### config.mk
export PLATFORM = sky130hd
export DESIGN_NAME = high_activity_monitor
export DESIGN_NICKNAME = d
export VERILOG_FILES = /design/src/rtl/activity_pkg.sv /design/src/rtl/step_edge_sync.sv /design/src/rtl/high_activity_monitor.sv
export SDC_FILE = /design/constraint.sdc
export NUM_CORES = 1
export LEC_CHECK = 0
export CORE_MARGIN = 4
export CORE_UTILIZATION = 47
export DETAILED_ROUTE_END_ITERATION = 16
export MAX_ROUTING_LAYER = met4
export PLACE_DENSITY_LB_ADDON = 0.25
export SKIP_LAST_GASP = 1
export SLEW_MARGIN = 15
export SYNTH_ARGS = -nofsm -noshare
export SYNTH_HDL_FRONTEND = slang
export SYNTH_SLANG_ARGS = --single-unit
### constraint.sdc
create_clock -name clk100MHz -period 4.6 [get_ports clk100MHz]
set_input_delay 1.15 -clock clk100MHz [delete_from_list [all_inputs] [get_ports clk100MHz]]
set_output_delay 1.15 -clock clk100MHz [all_outputs]
set_load 0.005 [all_outputs]
### src/rtl/activity_pkg.sv
// Shared constants for the activity monitor: FSM state encoding and default
// parameter values used by the monitor top level.
package activity_pkg;

    localparam int DEF_CLK_HZ      = 100000000;
    localparam int DEF_HIGH_THRESH = 64;
    localparam int DEF_STEP_W      = 20;
    localparam int DEF_RATE_W      = 10;
    localparam int DEF_SEC_W       = 7;

    localparam logic [1:0] ST_IDLE = 2'd0;
    localparam logic [1:0] ST_RUN  = 2'd1;
    localparam logic [1:0] ST_HOLD = 2'd2;

endpackage

### src/rtl/step_edge_sync.sv
// Brings the raw step input into the clk100MHz domain and turns each rising
// edge into a single-cycle registered pulse.
module step_edge_sync (
    input  logic clk100MHz,
    input  logic reset,
    input  logic X,
    output logic step_pulse
);

    logic r_sync1;
    logic r_sync2;
    logic r_sync3;
    logic r_pulse;

    always_ff @(posedge clk100MHz or posedge reset) begin
        if (reset) begin
            r_sync1 <= 1'b0;
            r_sync2 <= 1'b0;
            r_sync3 <= 1'b0;
            r_pulse <= 1'b0;
        end else begin
            r_sync1 <= X;
            r_sync2 <= r_sync1;
            r_sync3 <= r_sync2;
            r_pulse <= r_sync2 & ~r_sync3;
        end
    end

    assign step_pulse = r_pulse;

endmodule

### src/rtl/high_activity_monitor.sv
// Counts steps per one-second window and tracks how many windows, and how many
// consecutive windows, reached the high-activity threshold.
module high_activity_monitor
    import activity_pkg::*;
#(
    parameter int CLK_HZ      = DEF_CLK_HZ,
    parameter int HIGH_THRESH = DEF_HIGH_THRESH,
    parameter int STEP_W      = DEF_STEP_W,
    parameter int RATE_W      = DEF_RATE_W,
    parameter int SEC_W       = DEF_SEC_W
) (
    input  logic              clk100MHz,
    input  logic              reset,
    input  logic              X,
    input  logic              enable,
    input  logic              clear,
    output logic [STEP_W-1:0] total_steps,
    output logic [RATE_W-1:0] steps_last_sec,
    output logic [SEC_W-1:0]  high_activity_seconds,
    output logic [SEC_W-1:0]  cur_streak,
    output logic [SEC_W-1:0]  max_streak,
    output logic              sec_tick,
    output logic [1:0]        dbg_state
);

    localparam int                TMR_W    = (CLK_HZ > 1) ? $clog2(CLK_HZ) : 1;
    localparam logic [TMR_W-1:0]  TMR_LAST = TMR_W'(CLK_HZ - 1);
    localparam logic [RATE_W-1:0] THRESH   = RATE_W'(HIGH_THRESH);

    logic [1:0]        r_state;
    logic [1:0]        w_state_next;
    logic [TMR_W-1:0]  r_timer;
    logic [RATE_W-1:0] r_rate;
    logic [STEP_W-1:0] r_total;
    logic [RATE_W-1:0] r_last;
    logic [SEC_W-1:0]  r_high_secs;
    logic [SEC_W-1:0]  r_cur;
    logic [SEC_W-1:0]  r_max;

    logic              w_step_pulse;
    logic              w_run;
    logic              w_step;
    logic              w_tick;
    logic [RATE_W-1:0] w_rate_close;
    logic              w_high;
    logic [SEC_W-1:0]  w_streak_next;

    step_edge_sync u_sync (
        .clk100MHz (clk100MHz),
        .reset     (reset),
        .X         (X),
        .step_pulse(w_step_pulse)
    );

    assign w_run  = (r_state == ST_RUN);
    assign w_step = w_run & w_step_pulse;
    assign w_tick = w_run & (r_timer == TMR_LAST);

    // The closing count includes a step landing on the tick cycle itself.
    assign w_rate_close  = (w_step && (r_rate != '1)) ? r_rate + RATE_W'(1) : r_rate;
    assign w_high        = (w_rate_close >= THRESH);
    assign w_streak_next = w_high ? ((r_cur == '1) ? r_cur : r_cur + SEC_W'(1)) : '0;

    always_comb begin
        w_state_next = r_state;
        if (clear) begin
            w_state_next = ST_IDLE;
        end else begin
            case (r_state)
                ST_IDLE: if (enable)  w_state_next = ST_RUN;
                ST_RUN:  if (!enable) w_state_next = ST_HOLD;
                ST_HOLD: if (enable)  w_state_next = ST_RUN;
                default: w_state_next = ST_IDLE;
            endcase
        end
    end

    always_ff @(posedge clk100MHz or posedge reset) begin
        if (reset) begin
            r_state     <= ST_IDLE;
            r_timer     <= '0;
            r_rate      <= '0;
            r_total     <= '0;
            r_last      <= '0;
            r_high_secs <= '0;
            r_cur       <= '0;
            r_max       <= '0;
        end else if (clear) begin
            r_state     <= ST_IDLE;
            r_timer     <= '0;
            r_rate      <= '0;
            r_total     <= '0;
            r_last      <= '0;
            r_high_secs <= '0;
            r_cur       <= '0;
            r_max       <= '0;
        end else begin
            r_state <= w_state_next;
            if (w_step && (r_total != '1)) begin
                r_total <= r_total + STEP_W'(1);
            end
            if (w_tick) begin
                r_timer <= '0;
                r_rate  <= '0;
                r_last  <= w_rate_close;
                r_cur   <= w_streak_next;
                if (w_high && (r_high_secs != '1)) begin
                    r_high_secs <= r_high_secs + SEC_W'(1);
                end
                if (w_streak_next > r_max) begin
                    r_max <= w_streak_next;
                end
            end else if (w_run) begin
                r_timer <= r_timer + TMR_W'(1);
                r_rate  <= w_rate_close;
            end
        end
    end

    // A threshold the rate counter cannot represent would silently truncate.
    always_ff @(posedge clk100MHz) begin
        assert ((HIGH_THRESH < (2 ** RATE_W)) && (CLK_HZ >= 4))
            else $error("high_activity_monitor: HIGH_THRESH exceeds RATE_W range or CLK_HZ < 4");
    end

    assign total_steps           = r_total;
    assign steps_last_sec        = r_last;
    assign high_activity_seconds = r_high_secs;
    assign cur_streak            = r_cur;
    assign max_streak            = r_max;
    assign sec_tick              = w_tick;
    assign dbg_state             = r_state;

endmodule

==> reports/summary.txt, run 1 <==
Final setup TNS -> 0 ns
Pwr Density -> 273.0 nW/um^2
Setup WS pre-CTS -> 0.9291 ns
Most frequent cells in the layout -> 94 x dfrtp_1, 93 x nor2_1, 57 x clkdlybuf4s50_1
Initial antenna violation count -> 0
First-pass GRT wire length -> 18230 um
Reg2reg setup slack -> 0.89 ns
Worst hold slack -> 0.3574 ns
Syn Inst Count -> 519
Power consumption -> 1.600 mW
Synth area leaders -> dfrtp_1 48%, nor2_1 7.2%, xor2_1 5.0%, xnor2_1 4.9%, nand2_1 3.6%
CTS sink cnt -> 94
Mapped cell area -> 4863 sq um
Setup violators final -> 0
Layout Nets -> 593
Io pins -> 59
Antenna Cells -> 0
RR Startpoint -> dbg_state[1]
Reg2Reg Depth -> 13
DRC violations left -> 0
Worst-path clk slew -> 0.10 ns
RSZ-0062 raised after global routing -> false
Commonest non-fill, non-tap cell in the layout -> dfrtp_1
EDFF count, synth -> 0
Crit-path slowest cell -> or3_1
Via density -> 5.504
Clock group share of total power -> 44.8%
CP max stage delay -> 0.58 ns
Initial core utilization -> 49.08%
Switching Fraction -> 20.94%
Setup ws final -> 0.7223 ns
HP Class -> flop to flop
Crit path max fanout -> 8
I/O Buffers -> 58
Area delta synth->final -> 20.48%
Static Leakage -> 2.382 nW
YS warnings -> 0
Startpoint Class -> flop
DRT iter0 DRCs -> 186
Worst IR Drop VDD -> 0.0001623 V
Synth Register Bits -> 94
NetSw -> 0.3350 mW
Status -> completed
Comb power frac -> 3.0%
Final HPWL DP -> 7841 um
DRT antenna net count -> 0
Reg2reg end -> max_streak[4]
Sequential area share after synthesis -> 48.37%
PostCTS Resize Cnt -> 0
Final worst path period share -> 84.30%
Die X -> 109.7 um
Worst Hold Depth -> 0
Gpl congestion -> 0.9599
Largest area contributor in the synthesized netlist -> dfrtp_1
Post-layout min period -> 3.878 ns
Maxcap violations -> 0
DR WL/cell -> 15.20 um
Worst Path Required -> 3.45 ns
Critical Path AT -> 2.73 ns
Kind of critical path -> flop to primary output
CP endpoint kind -> primary output
Sequential share of power -> 52.1%
Setup Buffers After CTS -> 0
Critical path origin -> r_timer[0]
Share of post-route cells with drive strength above 1 -> 4.991%
Least-Margin Pin Slew -> 0.7617 ns
Clock latency on the worst-skew pair -> 0.36 ns
Worst Skew -> 0.01325 ns
HP Start -> u_sync.r_sync1
Crit-path cells -> ha_1 > and4b_1 > nand3_1 > or3_1 > inv_1 > clkdlybuf4s50_1
Cell Int Power -> 1.265 mW
Die Area -> 12040 sq um
Vias in the first global route -> 3886
Final Hold Viols -> 0
Max Clk Rate -> 257.9 MHz
GRT Residual Overflow -> 0
Pin count of the biggest net entering global routing -> 53
DR vias -> 3930
Async SR Flop Fraction -> 100.0%
Multi-input gate area -> 2379 sq um
Avg Cell Area, Syn -> 9.371 sq um
Die height -> 109.7 um
H-Tree Depth -> 3
Drt first pass iters -> 4
Layout filler cell count -> 840
Overall Global Routing Usage -> 19.78%
Num CTS Buffers -> 9
Clk buf depth -> 2
Synth Flop Type -> dfrtp_1
Syn nets -> 536
Area share of the largest cell type after synthesis -> 48.37%
Total Routed Length -> 10860 um
Final number of max-transition violations -> 0
Hold Path Sink -> u_sync.r_sync2
Std-Cell Rows -> 36
Synth unique cells -> 47
Flip-flop and latch area -> 2352 sq um
CTS tree -> built
Max-slew headroom -> 49.16%
Core area -> 9910 sq um
Root buf cell -> clkbuf_8
Hold buffers post-CTS -> 0
## synth_stat cells, drive strengths merged, types with 8 or more instances
cell,number
nand3,24
a21oi,17
o21ai,9
dfrtp,94
buf,10
xnor2,27
clkbuf,8
xor2,28
nor3,13
and3,8
inv,16
and4,11
ha,12
nor2,93
nand4,14
a211oi,8
nand2,47
## power groups by stage
stage | clock network (mW) | registers (mW) | logic [mW]
floorplan | 0 | 0.850 | 0.0323
global placement | 0 | 0.850 | 0.0496
detailed placement | 0 | 0.851 | 0.0509
CTS | 0.733 | 0.834 | 0.0509
global route | 0.768 | 0.835 | 0.0565
finish | 0.717 | 0.834 | 0.0486
## logic make-up after synthesis
kind of cell,Yosys count,share of synthesized area [%]
xor gates and xnor gates,55,9.905
AOI/OAI and AO/OA,63,8.542
and+or+nand+nor,256,26.16
DFF,94,48.37
adders and majority gates,12,3.087
muxes,5,1.081
buffers and inverters,34,2.856
## through the flow
stage	util [%]	std cells	instance area (sq um)
after floorplan	-	519	4863
after global placement	56.43	698	5592
after detailed placement	56.43	698	5592
after CTS	59.13	714	5859
after global routing	59.13	714	5859
final	59.13	714	5859
## worst max path at each step
stage / end / depth (start not counted)
2_1_floorplan: cur_streak[0] / 1
3_3_place_gp: max_streak[2] / 13
3_5_place_dp: max_streak[4] / 13
4_1_cts: sec_tick / 6
5_1_grt: max_streak[3] / 14
6_report: sec_tick / 6
## worst max-delay path: cells and delay by family (launching register included)
family / cells / cell delay (ns)
buffers and inverters: 2 / 0.65
AND/OR/NAND/NOR: 3 / 1.14
flip-flops: 1 / 0.39
adder cells (fa/ha/maj): 1 / 0.19
## registers in the layout, summed over array words and instances, names as in the netlist
register               count
r_timer                   27
total_steps               20
r_rate                    10
steps_last_sec            10
cur_streak                 7
high_activity_seconds      7
max_streak                 7
dbg_state                  2
u_sync.r_sync1             1
u_sync.r_sync2             1
u_sync.r_sync3             1
u_sync.step_pulse          1
## cell type report
type | instances | share of cell area (%)
tap | 133 | 2.840
multi-input combinational | 391 | 40.59
sequential | 94 | 40.15
clock inverter | 6 | 2.392
clock buffer | 10 | 2.178
inverter | 16 | 1.046
timing repair buffer | 64 | 10.81
## per-layer routing
layer | GRT usage [%] | vias to the layer above | routed length, um
met4 | 6.411 | 0 | 199
met5 | - | - | 0
li1 | - | 1917 | -
met1 | 24.43 | 1912 | 4762
met3 | 4.580 | 16 | 482
met2 | 32.26 | 85 | 5411
(Power assumes the default switching activity.)
==> inputs of run 2 (changes only) <==
clock period = 4 ns   (was 4.6 ns; I/O delays follow)
==> run 2 against run 1 <==
Setup slack worse by 0.50 ns. Critical endpoint unchanged. Register-to-register slack worse by 0.46 ns. Clock power down 3.3%. Clock-buffer cell count down 1. Sequential share of layout area up 0.18 points. First-iteration DRC count up 18%. Total power up 6.9%. Die area unchanged. Non-clock buffer count up 2.
==> reports/summary.txt, run 2 (synthesis gave the netlist of run 1 again) <==
DRT antenna net count -> 0
Die X -> 109.7 um
Most flops, register -> r_timer
Gpl congestion -> 0.9456
Pin count of the biggest net entering global routing -> 55
DRC violations left -> 0
I/O Buffers -> 58
CP endpoint kind -> primary output
Worst Hold Depth -> 0
CP max stage delay -> 0.60 ns
Power consumption -> 1.710 mW
Crit-path slowest cell -> or3_1
Static Leakage -> 2.366 nW
Setup WS pre-CTS -> 0.1725 ns
Critical Path AT -> 2.78 ns
CTS tree -> built
HP Start -> u_sync.r_sync1
Worst Skew -> 0.01232 ns
Antenna Cells -> 0
Drt first pass iters -> 4
Worst-path clk slew -> 0.09 ns
DRT iter0 DRCs -> 219
Kind of critical path -> flop to primary output
Die Area -> 12040 sq um
Setup ws final -> 0.2243 ns
Layout filler cell count -> 871
RSZ-0062 raised after global routing -> false
Reg2reg setup slack -> 0.43 ns
Flip-flop and latch area -> 2352 sq um
Reg2Reg Depth -> 13
Max reg flops -> 27
Initial core utilization -> 49.08%
HP Class -> flop to flop
Final number of max-transition violations -> 0
Final setup TNS -> 0 ns
DR WL/cell -> 15.29 um
Overall Global Routing Usage -> 20.10%
Hold Path Sink -> u_sync.r_sync2
Hold buffers post-CTS -> 0
Status -> completed
Clock latency on the worst-skew pair -> 0.36 ns
Reg2reg end -> max_streak[1]
H-Tree Depth -> 3
Total Routed Length -> 10930 um
Root buf cell -> clkbuf_8
Least-Margin Pin Slew -> 0.7991 ns
Crit-path cells -> ha_1 > and4b_1 > nand3_1 > or3_1 > inv_1 > clkdlybuf4s50_1
Commonest non-fill, non-tap cell in the layout -> dfrtp_1
Final Hold Viols -> 0
RR Startpoint -> r_rate[0]
Die height -> 109.7 um
Maxcap violations -> 0
Final worst path period share -> 94.39%
Multi-input gate area -> 2387 sq um
Post-layout min period -> 3.776 ns
DR vias -> 3925
Crit path max fanout -> 8
Max-slew headroom -> 46.43%
Initial antenna violation count -> 0
GRT Residual Overflow -> 0
Core area -> 9910 sq um
Pwr Density -> 293.2 nW/um^2
First-pass GRT wire length -> 18580 um
Clk buf depth -> 2
Final HPWL DP -> 7867 um
Vias in the first global route -> 3832
Max Clk Rate -> 264.8 MHz
CTS sink cnt -> 94
Most frequent cells in the layout -> 94 x dfrtp_1, 92 x nor2_1, 57 x clkdlybuf4s50_1
Layout Nets -> 595
Setup violators final -> 0
Via density -> 5.490
Worst IR Drop VDD -> 0.0001795 V
Worst Path Required -> 3.00 ns
Share of post-route cells with drive strength above 1 -> 5.670%
Num CTS Buffers -> 9
Startpoint Class -> flop
Area delta synth->final -> 19.94%
Std-Cell Rows -> 36
Io pins -> 59
## run 2: changes by cell type in the layout (fill, tap and decap cells not counted), sizes merged
cell	before	now
clkinv	1	2
clkinvlp	0	1
clkbuf	10	9
buf	7	9
bufinv	4	2
## run 2: worst max path at each step
stage                     from             to  slack, ns  cells after the start
CTS                  r_rate[0]  max_streak[6]       0.13                     13
global route         r_rate[0]  max_streak[1]       0.05                     13
detailed placement   r_rate[0]  max_streak[6]       0.17                     13
finish              r_timer[0]       sec_tick       0.22                      6
global placement     r_rate[0]  max_streak[3]       0.29                     13
floorplan                reset  cur_streak[0]       0.55                      1
## run 2: worst max-delay path: cells and delay by family, from the launching register on
| kind | cells | cell delay, ns |
|---|---|---|
| and+or+nand+nor | 3 | 1.20 |
| DFF | 1 | 0.40 |
| buffers and inverters | 2 | 0.63 |
| adders and majority gates | 1 | 0.21 |
## run 2: layout make-up
class	instances	share of cell area, %
well taps	133	2.853
repair buffers	66	11.11
multi-input cells	391	40.93
clock inverters	6	1.609
inverters	16	1.051
flip-flops and latches	94	40.33
clock buffers	9	2.124
## run 2: timing repair
| item | CTS | global route |
|---|---|---|
| setup buffers | 0 | 0 |
| gates resized for setup | 0 | 2 |
| setup endpoints to repair | 0 | 7 |
## run 2: report_power, final
| part | switching, mW | internal, mW | total (mW) |
|---|---|---|---|
| Clock | 0.339 | 0.354 | 0.693 |
| Sequential | 0.00487 | 0.954 | 0.959 |
| Combinational | 0.0422 | 0.0159 | 0.0580 |
| Total | 0.386 | 1.32 | 1.71 |
## run 2: metrics by stage
step / util [%] / hold slack [ns] / std cells / instance area (sq um)
2_1_floorplan: - / 0.3312 / 519 / 4863
3_3_place_gp: 56.58 / 0.3329 / 700 / 5607
3_5_place_dp: 56.58 / 0.3364 / 700 / 5607
4_1_cts: 58.78 / 0.3592 / 715 / 5824
5_1_grt: 58.86 / 0.3637 / 715 / 5833
6_report: 58.86 / 0.3601 / 715 / 5833
## run 2: routing by layer
layer  share of wire, %  track usage, %  vias up
li1                   -               -     1928
met1                 47           26.61     1924
met2                 48           32.26       56
met3                2.9           2.525       17
met4                1.9           6.589        0
met5                  0               -        -
